### src/rtl/exec_lane_splitter.sv
// ---------------------------------------------------------------------------
// exec_lane_splitter
//
// Splits one full-warp execute request (NUM_THREADS lanes) into a sequence of
// NUM_LANES-wide packets for a narrower functional unit. The request is held
// in a single-entry buffer. One packet is emitted per cycle, and emission
// stalls under backpressure. Each packet carries its batch index (pid_out)
// and first/last flags (sop_out/eop_out).
//
// Optional feature macro:
//   EXEC_SPLIT_SKIP_EMPTY_EN - when defined, batches whose tmask slice is
//                              all-zero are not emitted. An all-zero mask
//                              still emits a single packet with pid 0.
//
// Ports:
//   clk        in   clock
//   reset      in   synchronous active-high reset
//   valid_in   in   request valid
//   meta_in    in   lane-independent payload, passed through untouched
//   tmask_in   in   thread mask, NUM_THREADS bits
//   rs1/2/3_in in   operands, lane i at [i*XLEN +: XLEN]
//   ready_in   out  request accepted when valid_in && ready_in
//   valid_out  out  packet valid
//   meta_out   out  captured meta_in
//   tmask_out  out  mask slice of the current batch (0 when idle)
//   rs1/2/3_out out operand slices of the current batch
//   pid_out    out  batch index
//   sop_out    out  first packet of the request
//   eop_out    out  last packet of the request
//   ready_out  in   packet consumed when valid_out && ready_out
// ---------------------------------------------------------------------------
module exec_lane_splitter #(
    parameter int unsigned NUM_THREADS = 4,
    parameter int unsigned NUM_LANES   = 1,
    parameter int unsigned XLEN        = 32,
    parameter int unsigned META_W      = 64,
    parameter int unsigned PID_W       = ((NUM_THREADS / NUM_LANES) > 1)
                                         ? $clog2(NUM_THREADS / NUM_LANES) : 1
) (
    input  logic                        clk,
    input  logic                        reset,

    input  logic                        valid_in,
    input  logic [META_W-1:0]           meta_in,
    input  logic [NUM_THREADS-1:0]      tmask_in,
    input  logic [NUM_THREADS*XLEN-1:0] rs1_in,
    input  logic [NUM_THREADS*XLEN-1:0] rs2_in,
    input  logic [NUM_THREADS*XLEN-1:0] rs3_in,
    output logic                        ready_in,

    output logic                        valid_out,
    output logic [META_W-1:0]           meta_out,
    output logic [NUM_LANES-1:0]        tmask_out,
    output logic [NUM_LANES*XLEN-1:0]   rs1_out,
    output logic [NUM_LANES*XLEN-1:0]   rs2_out,
    output logic [NUM_LANES*XLEN-1:0]   rs3_out,
    output logic [PID_W-1:0]            pid_out,
    output logic                        sop_out,
    output logic                        eop_out,
    input  logic                        ready_out
);

    localparam int unsigned BATCHES = NUM_THREADS / NUM_LANES;
    localparam int unsigned SLICE_W = NUM_LANES * XLEN;

    typedef enum logic {
        IDLE = 1'b0,
        SEND = 1'b1
    } state_e;

    state_e state_q, state_d;

    // Request buffer
    logic [META_W-1:0]           meta_q;
    logic [NUM_THREADS-1:0]      tmask_q;
    logic [NUM_THREADS*XLEN-1:0] rs1_q;
    logic [NUM_THREADS*XLEN-1:0] rs2_q;
    logic [NUM_THREADS*XLEN-1:0] rs3_q;

    // Batch sequencing
    logic [PID_W-1:0] pid_q, pid_d;
    logic             first_q, first_d;

    logic             accept;
    logic             fire;
    logic             last;
    logic [PID_W-1:0] first_pid;
    logic [PID_W-1:0] next_pid;

    logic [NUM_LANES-1:0] tmask_sl;
    logic [SLICE_W-1:0]   rs1_sl;
    logic [SLICE_W-1:0]   rs2_sl;
    logic [SLICE_W-1:0]   rs3_sl;

    assign accept = valid_in && ready_in;
    assign fire   = valid_out && ready_out;

    // ------------------------------------------------------------------
    // Batch selection: slice mux driven only by registered state.
    // ------------------------------------------------------------------
    always_comb begin
        tmask_sl = '0;
        rs1_sl   = '0;
        rs2_sl   = '0;
        rs3_sl   = '0;
        for (int unsigned b = 0; b < BATCHES; b++) begin
            if (pid_q == PID_W'(b)) begin
                tmask_sl = tmask_q[b*NUM_LANES +: NUM_LANES];
                rs1_sl   = rs1_q[b*SLICE_W +: SLICE_W];
                rs2_sl   = rs2_q[b*SLICE_W +: SLICE_W];
                rs3_sl   = rs3_q[b*SLICE_W +: SLICE_W];
            end
        end
    end

`ifdef EXEC_SPLIT_SKIP_EMPTY_EN
    logic [BATCHES-1:0] batch_nz;

    always_comb begin
        batch_nz = '0;
        for (int unsigned b = 0; b < BATCHES; b++) begin
            batch_nz[b] = |tmask_q[b*NUM_LANES +: NUM_LANES];
        end
    end

    // Lowest non-empty batch of the incoming mask; 0 when the mask is empty.
    // Scanning downward lets the lowest hit win.
    always_comb begin
        first_pid = '0;
        for (int unsigned b = BATCHES; b > 0; b--) begin
            if (|tmask_in[(b-1)*NUM_LANES +: NUM_LANES]) begin
                first_pid = PID_W'(b - 1);
            end
        end
    end

    // Lowest non-empty batch above pid_q; none left means this is the last.
    always_comb begin
        next_pid = pid_q;
        last     = 1'b1;
        for (int unsigned b = BATCHES; b > 0; b--) begin
            if (batch_nz[b-1] && (PID_W'(b - 1) > pid_q)) begin
                next_pid = PID_W'(b - 1);
                last     = 1'b0;
            end
        end
    end
`else
    always_comb begin
        first_pid = '0;
        next_pid  = pid_q + PID_W'(1);
        last      = (pid_q == PID_W'(BATCHES - 1));
    end
`endif

    // ------------------------------------------------------------------
    // FSM: state register
    // ------------------------------------------------------------------
    always_ff @(posedge clk) begin
        if (reset) begin
            state_q <= IDLE;
        end else begin
            state_q <= state_d;
        end
    end

    // ------------------------------------------------------------------
    // FSM: next state
    // ------------------------------------------------------------------
    always_comb begin
        state_d = state_q;
        unique case (state_q)
            IDLE: begin
                if (accept) begin
                    state_d = SEND;
                end
            end
            SEND: begin
                // A request accepted on the final handshake keeps us in SEND.
                if (fire && last && !accept) begin
                    state_d = IDLE;
                end
            end
            default: state_d = IDLE;
        endcase
    end

    // ------------------------------------------------------------------
    // FSM: outputs
    // ------------------------------------------------------------------
    always_comb begin
        valid_out = (state_q == SEND);
        sop_out   = valid_out && first_q;
        eop_out   = valid_out && last;
        tmask_out = valid_out ? tmask_sl : '0;
        ready_in  = (state_q == IDLE) || (valid_out && ready_out && eop_out);
    end

    assign meta_out = meta_q;
    assign rs1_out  = rs1_sl;
    assign rs2_out  = rs2_sl;
    assign rs3_out  = rs3_sl;
    assign pid_out  = pid_q;

    // ------------------------------------------------------------------
    // Batch counter and first-packet flag
    // ------------------------------------------------------------------
    always_comb begin
        pid_d   = pid_q;
        first_d = first_q;
        if (accept) begin
            pid_d   = first_pid;
            first_d = 1'b1;
        end else if (fire) begin
            first_d = 1'b0;
            pid_d   = last ? '0 : next_pid;
        end
    end

    always_ff @(posedge clk) begin
        if (reset) begin
            pid_q   <= '0;
            first_q <= 1'b0;
            meta_q  <= '0;
            tmask_q <= '0;
            rs1_q   <= '0;
            rs2_q   <= '0;
            rs3_q   <= '0;
        end else begin
            pid_q   <= pid_d;
            first_q <= first_d;
            if (accept) begin
                meta_q  <= meta_in;
                tmask_q <= tmask_in;
                rs1_q   <= rs1_in;
                rs2_q   <= rs2_in;
                rs3_q   <= rs3_in;
            end
        end
    end

endmodule

### config.mk
export PLATFORM = sky130hd
export DESIGN_NAME = exec_lane_splitter
export DESIGN_NICKNAME = d
export VERILOG_FILES = /design/src/rtl/exec_lane_splitter.sv
export SDC_FILE = /design/constraint.sdc
export NUM_CORES = 1
export LEC_CHECK = 0
export ABC_AREA = 1
export CAP_MARGIN = 15
export CORE_MARGIN = 2
export CORE_UTILIZATION = 32
export CTS_BUF_LIST = sky130_fd_sc_hd__clkbuf_4 sky130_fd_sc_hd__clkbuf_8 sky130_fd_sc_hd__clkbuf_16
export DETAILED_ROUTE_END_ITERATION = 16
export HOLD_SLACK_MARGIN = 0.1
export REMOVE_ABC_BUFFERS = 1
export SLEW_MARGIN = 20
export SYNTH_ARGS = -nofsm -noshare
export SYNTH_HDL_FRONTEND = slang
export SYNTH_SLANG_ARGS = --single-unit
### constraint.sdc
create_clock -name clk -period 2.5 [get_ports clk]
set_clock_uncertainty 0.05 [all_clocks]
set_input_delay 0.625 -clock clk [delete_from_list [all_inputs] [get_ports clk]]
set_output_delay 0.625 -clock clk [all_outputs]
set_load 0.01 [all_outputs]
# Yosys cells after proc, flatten, opt, wreduce, memory -nomap -nowiden
# Index checks and enable logic that the tools add are counted.
[op_classes]
addsub = 1
eq_ne = 3
n_mux = 23
n_bitwise = 1
n_reduce_logical = 12
[ops]
columns = ["op", "n"]
rows = [
  ["2-to-1 mux 32 bit", 12],
  ["2-to-1 mux 1 bit", 9],
  ["logical AND 1 bit", 7],
  ["equality test 2 bit, second input constant", 2],
  ["adder 2 x 1 -> 2 bit, second input constant", 1],
  ["equality test 2 x 1 -> 1 bit, second input constant", 1],
  ["zero test 2 bit", 1],
  ["2-to-1 mux 2 bit", 1],
  ["one-hot mux 1 bit (2 select lines)", 1],
  ["nonzero test 2 bit", 1],
  ["OR reduction 2 bit", 1],
  ["zero test 1 bit", 1],
  ["logical OR 1 bit", 1],
  ["NOT 1 bit", 1],
]
[word_totals]
reg_bits = 456
output_inout_bits = 167

# Longest topological paths before layout
[logic_depth]
ltp_word = 9
mapped_depth = 10
depth_no_buf = 7

# Worst setup path after synthesis
# Ideal clock, no wire load.
[synth_timing]
path_type = "register to output"
from = "reg pid_q[0] (netlist: pid_out[0])"
to = "out rs1_out[10]"
arrival_time_ns = 1.559
required_time_ns = 1.825
slack_ns = 0.266
path_stages_with_launch = 11
cell_sequence = "dfxtp_1 inv_1 ha_1 buf_2 inv_2 buf_2 buf_2 nor2_1 nor2_1 nand2_1 nand2_1"
[synth_between]
elab_chain_len = 5
word_cells_on_any_way = 8
cone_classes = "eq/ne (3); mux (4); reduce/logical (1)"
[synth_lines]
columns = ["element", "line", "source"]
rows = [
  ["start: declaration", "81", "logic [PID_W-1:0] pid_q, pid_d;"],
  ["start signal: assignment", "230", "pid_q <= pid_d;"],
  ["zero test 2 bit", "107", "if (pid_q == PID_W'(b)) begin"],
  ["2-to-1 mux 32 bit (3 in a row)", "107", ""],
  ["2-to-1 mux 32 bit *", "107", ""],
  ["end: declaration", "54", "output logic [NUM_LANES*XLEN-1:0] rs1_out,"],
]
# Every way passes the cells marked *; elsewhere a longest branch is shown, timed or not.

# Worst setup path after layout
[layout_timing]
from = "reg pid_q[1] (netlist: pid_out[1])"
to = "out rs2_out[4]"
[layout_between]
elab_chain_len = 5
word_cells_on_any_way = 8
cone_classes = "eq/ne (3); mux (4); reduce/logical (1)"
[layout_lines]
columns = ["element", "line", "source"]
rows = [
  ["zero test 2 bit", "107", ""],
  ["2-to-1 mux 32 bit (3 in a row)", "107", ""],
  ["2-to-1 mux 32 bit *", "107", ""],
  ["end: declaration", "55", "output logic [NUM_LANES*XLEN-1:0] rs2_out,"],
]
# Marks and branches as above.

==> impl_metrics.tcl <==
set metrics [dict create \
    synthSimpleGateAreaFrac_pct 35.6 \
    grt-ovfl-total 0 \
    synth_compound_area_share_pct 11.7 \
    finalMaxSlewViolations 0 \
    switching_power_uw 5740 \
    yosys-top-cells-area "dfxtp_1 39%, nand2_1 14%, a21oi_1 12%" \
    intPower_uw 14900 \
    vias_per_cell 4.76 \
    yosysMostFrequentCell "nand2_1" \
    endpoint_kind "output port" \
    ys_warn_count 0 \
    startpoint "pid_out[1]" \
    grt_antenna_before_repair 5 \
    die_area_um2 75800 \
    hp-class "flop to flop" \
    grt_pass1_wl_um 136000 \
    grt_pass1_vias 24300 \
    cts_tree "built" \
    drc 0 \
    syn_avg_cell_area_um2 6.12 \
    crit_top_cell "nand2_2" \
    clock_latency_ns 0.60 \
    grtUsageTotal_pct 22.4 \
    power_uw 20700 \
    synth-main-ff-cell "dfxtp_1" \
    max_freq_mhz 346 \
    slowest_stage "dfxtp_2" \
    swShare_pct 27.8 \
    nets 4905 \
    seq_area_frac_synth_pct 38.8 \
    finalSetupViolCount 98 \
    synth_xor_area_share_pct 0 \
    violations "setup timing" \
    start_util_pct 32.3 \
    stdcell_area_um2 35900 \
    syn_inst 3851 \
    crit_path_cell_trace "inv_2 -> buf_6 -> ha_4 -> buf_12 -> buf_12 -> buf_16 -> buf_4 -> nand3_4 -> nand2_2 -> nand2_2 -> nand2_2 -> buf_6" \
    ys_types 15 \
    powerDensity_nw_per_um2 575 \
    rsz0062_at_grt "yes" \
    cts_root_buf "clkbuf_16" \
    worst_pin_slew_ns 0.657 \
    maxCapViolCount 0 \
    antenna_cells 0 \
    area_delta_synth_final_pct 52.4 \
    clkTransAtPathRegs_ns 0.06 \
    outcome "finished, violations left" \
    cts.path.max_buffers 3 \
    final.hold.worst_slack_ns 0.425 \
    combPwrFrac_pct 20.7 \
    rows 99 \
    arrival_ns 2.22 \
    dieHeight_um 275 \
    core_um2 73000 \
    cpPeakStageDelay_ns 0.35 \
    slew_headroom_pct 56.2 \
    required_ns 1.82 \
    ff2ff_setup_slack_ns 0.26 \
    cts_made_buffers 54 \
    synth_top_family_by_area "simple AND/OR/NAND/NOR gates" \
    synth.area.mux_share_pct 0 \
    setup_ws_ns -0.391 \
    port_buffers 622 \
    start_kind "flop" \
    vias 25900 \
    drive_above_1_share_pct 15.4 \
    irDropWorstVdd_v 0.000493 \
    yosys_register_bits 456 \
    gp_congestion 0.824 \
    r2r_cells 11 \
    antenna_left 0 \
    synth_edf_count 0 \
    num_io_pins 623 \
    reg2reg_from "pid_out[0]" \
    synthArstFlopShare_pct 0 \
    endpoint "rs2_out[4]" \
    worstPathMaxFanout 8 \
    netlist_area_um2 23600 \
    final_util_pct 49.2 \
    seqPwrFrac_pct 39.7 \
    criticalPathCategory "flop to output port" \
    yosys.area.top_type "dfxtp_1" \
    timing.rr.end "rs2_q[72]" \
    final-hold-violation-count 0 \
    synth_top_area_share_pct 38.8 \
    leakage_uw 0.0175 \
    dp_hpwl_um 55600 \
    dieWidth_um 275 \
    fin_crit_sh_pct 116 \
    cts.sink_count 456 \
    synthTopCellsByCount "852 x nand2_1, 648 x nor2_1, 551 x a21oi_1, 550 x nand3_1, 460 x inv_1" \
    min_period_ns 2.89 \
    dpl_cell_area_um2 31200 \
    drtPass1Iterations 5 \
    drt_wl_total_um 89300 \
    clock_power_share_pct 39.6 \
    grt_max_degree 139 \
    htree_levels 2 \
    drt_iter0_drc 1741 \
    synth-adder-area-share_pct 0.212 \
    tns_ns -29.69 \
    wl_per_cell_um 16.4 \
]
[through the flow]
| stage | std cells | worst slack, ns |
|---|---|---|
| final | 5446 | -0.391 |
| after global routing | 5446 | -0.506 |
| after CTS | 5425 | -0.474 |
| after detailed placement | 5244 | -0.269 |
| after global placement | 5244 | -0.270 |
| after floorplan | 3525 | -10.12 |
[layout by cell type, fill, tap and decap left out, types with 3 or more instances in the layout]
cell	instances
nand2_1	762
nor2_1	635
clkdlybuf4s50_1	522
a21oi_1	495
nand3_1	471
inv_1	457
dfxtp_1	454
buf_4	101
buf_6	94
nand2_2	85
buf_12	63
nand3_2	62
clkbuf_16	58
a21oi_2	49
buf_2	35
buf_16	32
nand3_4	17
clkbuf_4	17
clkbuf_8	14
nor2_2	11
buf_8	9
a21oi_4	7
clkinv_2	7
nand2_4	5
ha_4	4
bufinv_16	3
clkbuf_2	3
[state kept, by name, indices dropped and copies added (netlist names)]
register   flops
first_q        1
rs1_q        128
meta_out      64
rs2_q        128
rs3_q        128
valid_out      1
tmask_q        4
pid_out        2
[timing repair]
action | CTS | global route
pin swaps | 121 | 123
setup buffers | 56 | 20
resized for setup | 681 | 171
setup endpoints to repair | 99 | 98
hold buffers | 0 | 0
gates cloned | 29 | 3
[kinds of logic (layout without fill, tap and decap cells)]
| logic type | count (synthesis) | in the layout |
|---|---|---|
| buffers and inverters | 788 | 1424 |
| flip-flops | 456 | 456 |
| adder cells (fa/ha/maj) | 4 | 4 |
| AO/OA/AOI/OAI | 552 | 552 |
| AND/OR/NAND/NOR | 2051 | 2051 |
[final cells by class]
cell class,instances,area [µm²]
Clock buffer,86,1700
Timing Repair Buffer,863,9590
Multi-Input combinational cell,2607,12300
Inverter,462,1770
Timing Repair inverter,1,16.3
Clock inverter,12,141
Sequential cell,456,9130
Fill cell,7448,37100
Tap cell,959,1200
[worst max-delay path, delay by kind of cell (launching register included)]
family	cells	cell delay, ns
DFF	1	0.35
adders and majority gates	1	0.18
and+or+nand+nor	4	0.22
buffers and inverters	7	0.85
[how the worst min path moves through the flow]
stage,start,depth (start not counted),slack (ns),endpoint
after floorplan,first_q,2,0.39,first_q
after global placement,rs1_q[127],2,0.41,rs1_q[127]
after detailed placement,rs2_q[38],2,0.42,rs2_q[38]
after CTS,first_q,2,0.43,first_q
after global routing,rs3_q[122],2,0.44,rs3_q[122]
final,first_q,2,0.43,first_q
[layer usage]
| metal | GRT usage [%] | up-vias | part of all wire (%) | wire, µm |
|---|---|---|---|---|
| met3 | 4.83 | 108 | 6.5 | 5770 |
| met1 | 28.2 | 11900 | 42 | 37700 |
| li1 | - | 13200 | - | - |
| met4 | 5.36 | 10 | 1.8 | 1620 |
| met5 | 0 | - | 0.074 | 66 |
| met2 | 39.1 | 643 | 49 | 44200 |
[power groups by stage]
| stage | combinational, µW | sequential, µW | clock (µW) |
|---|---|---|---|
| after floorplan | 2170 | 8260 | 0 |
| after global placement | 3910 | 8280 | 0 |
| after detailed placement | 3920 | 8290 | 0 |
| after CTS | 4190 | 8170 | 8360 |
| after global routing | 4730 | 8250 | 8690 |
| final | 4280 | 8190 | 8180 |
Note: power is estimated with default switching activity, not from simulation.
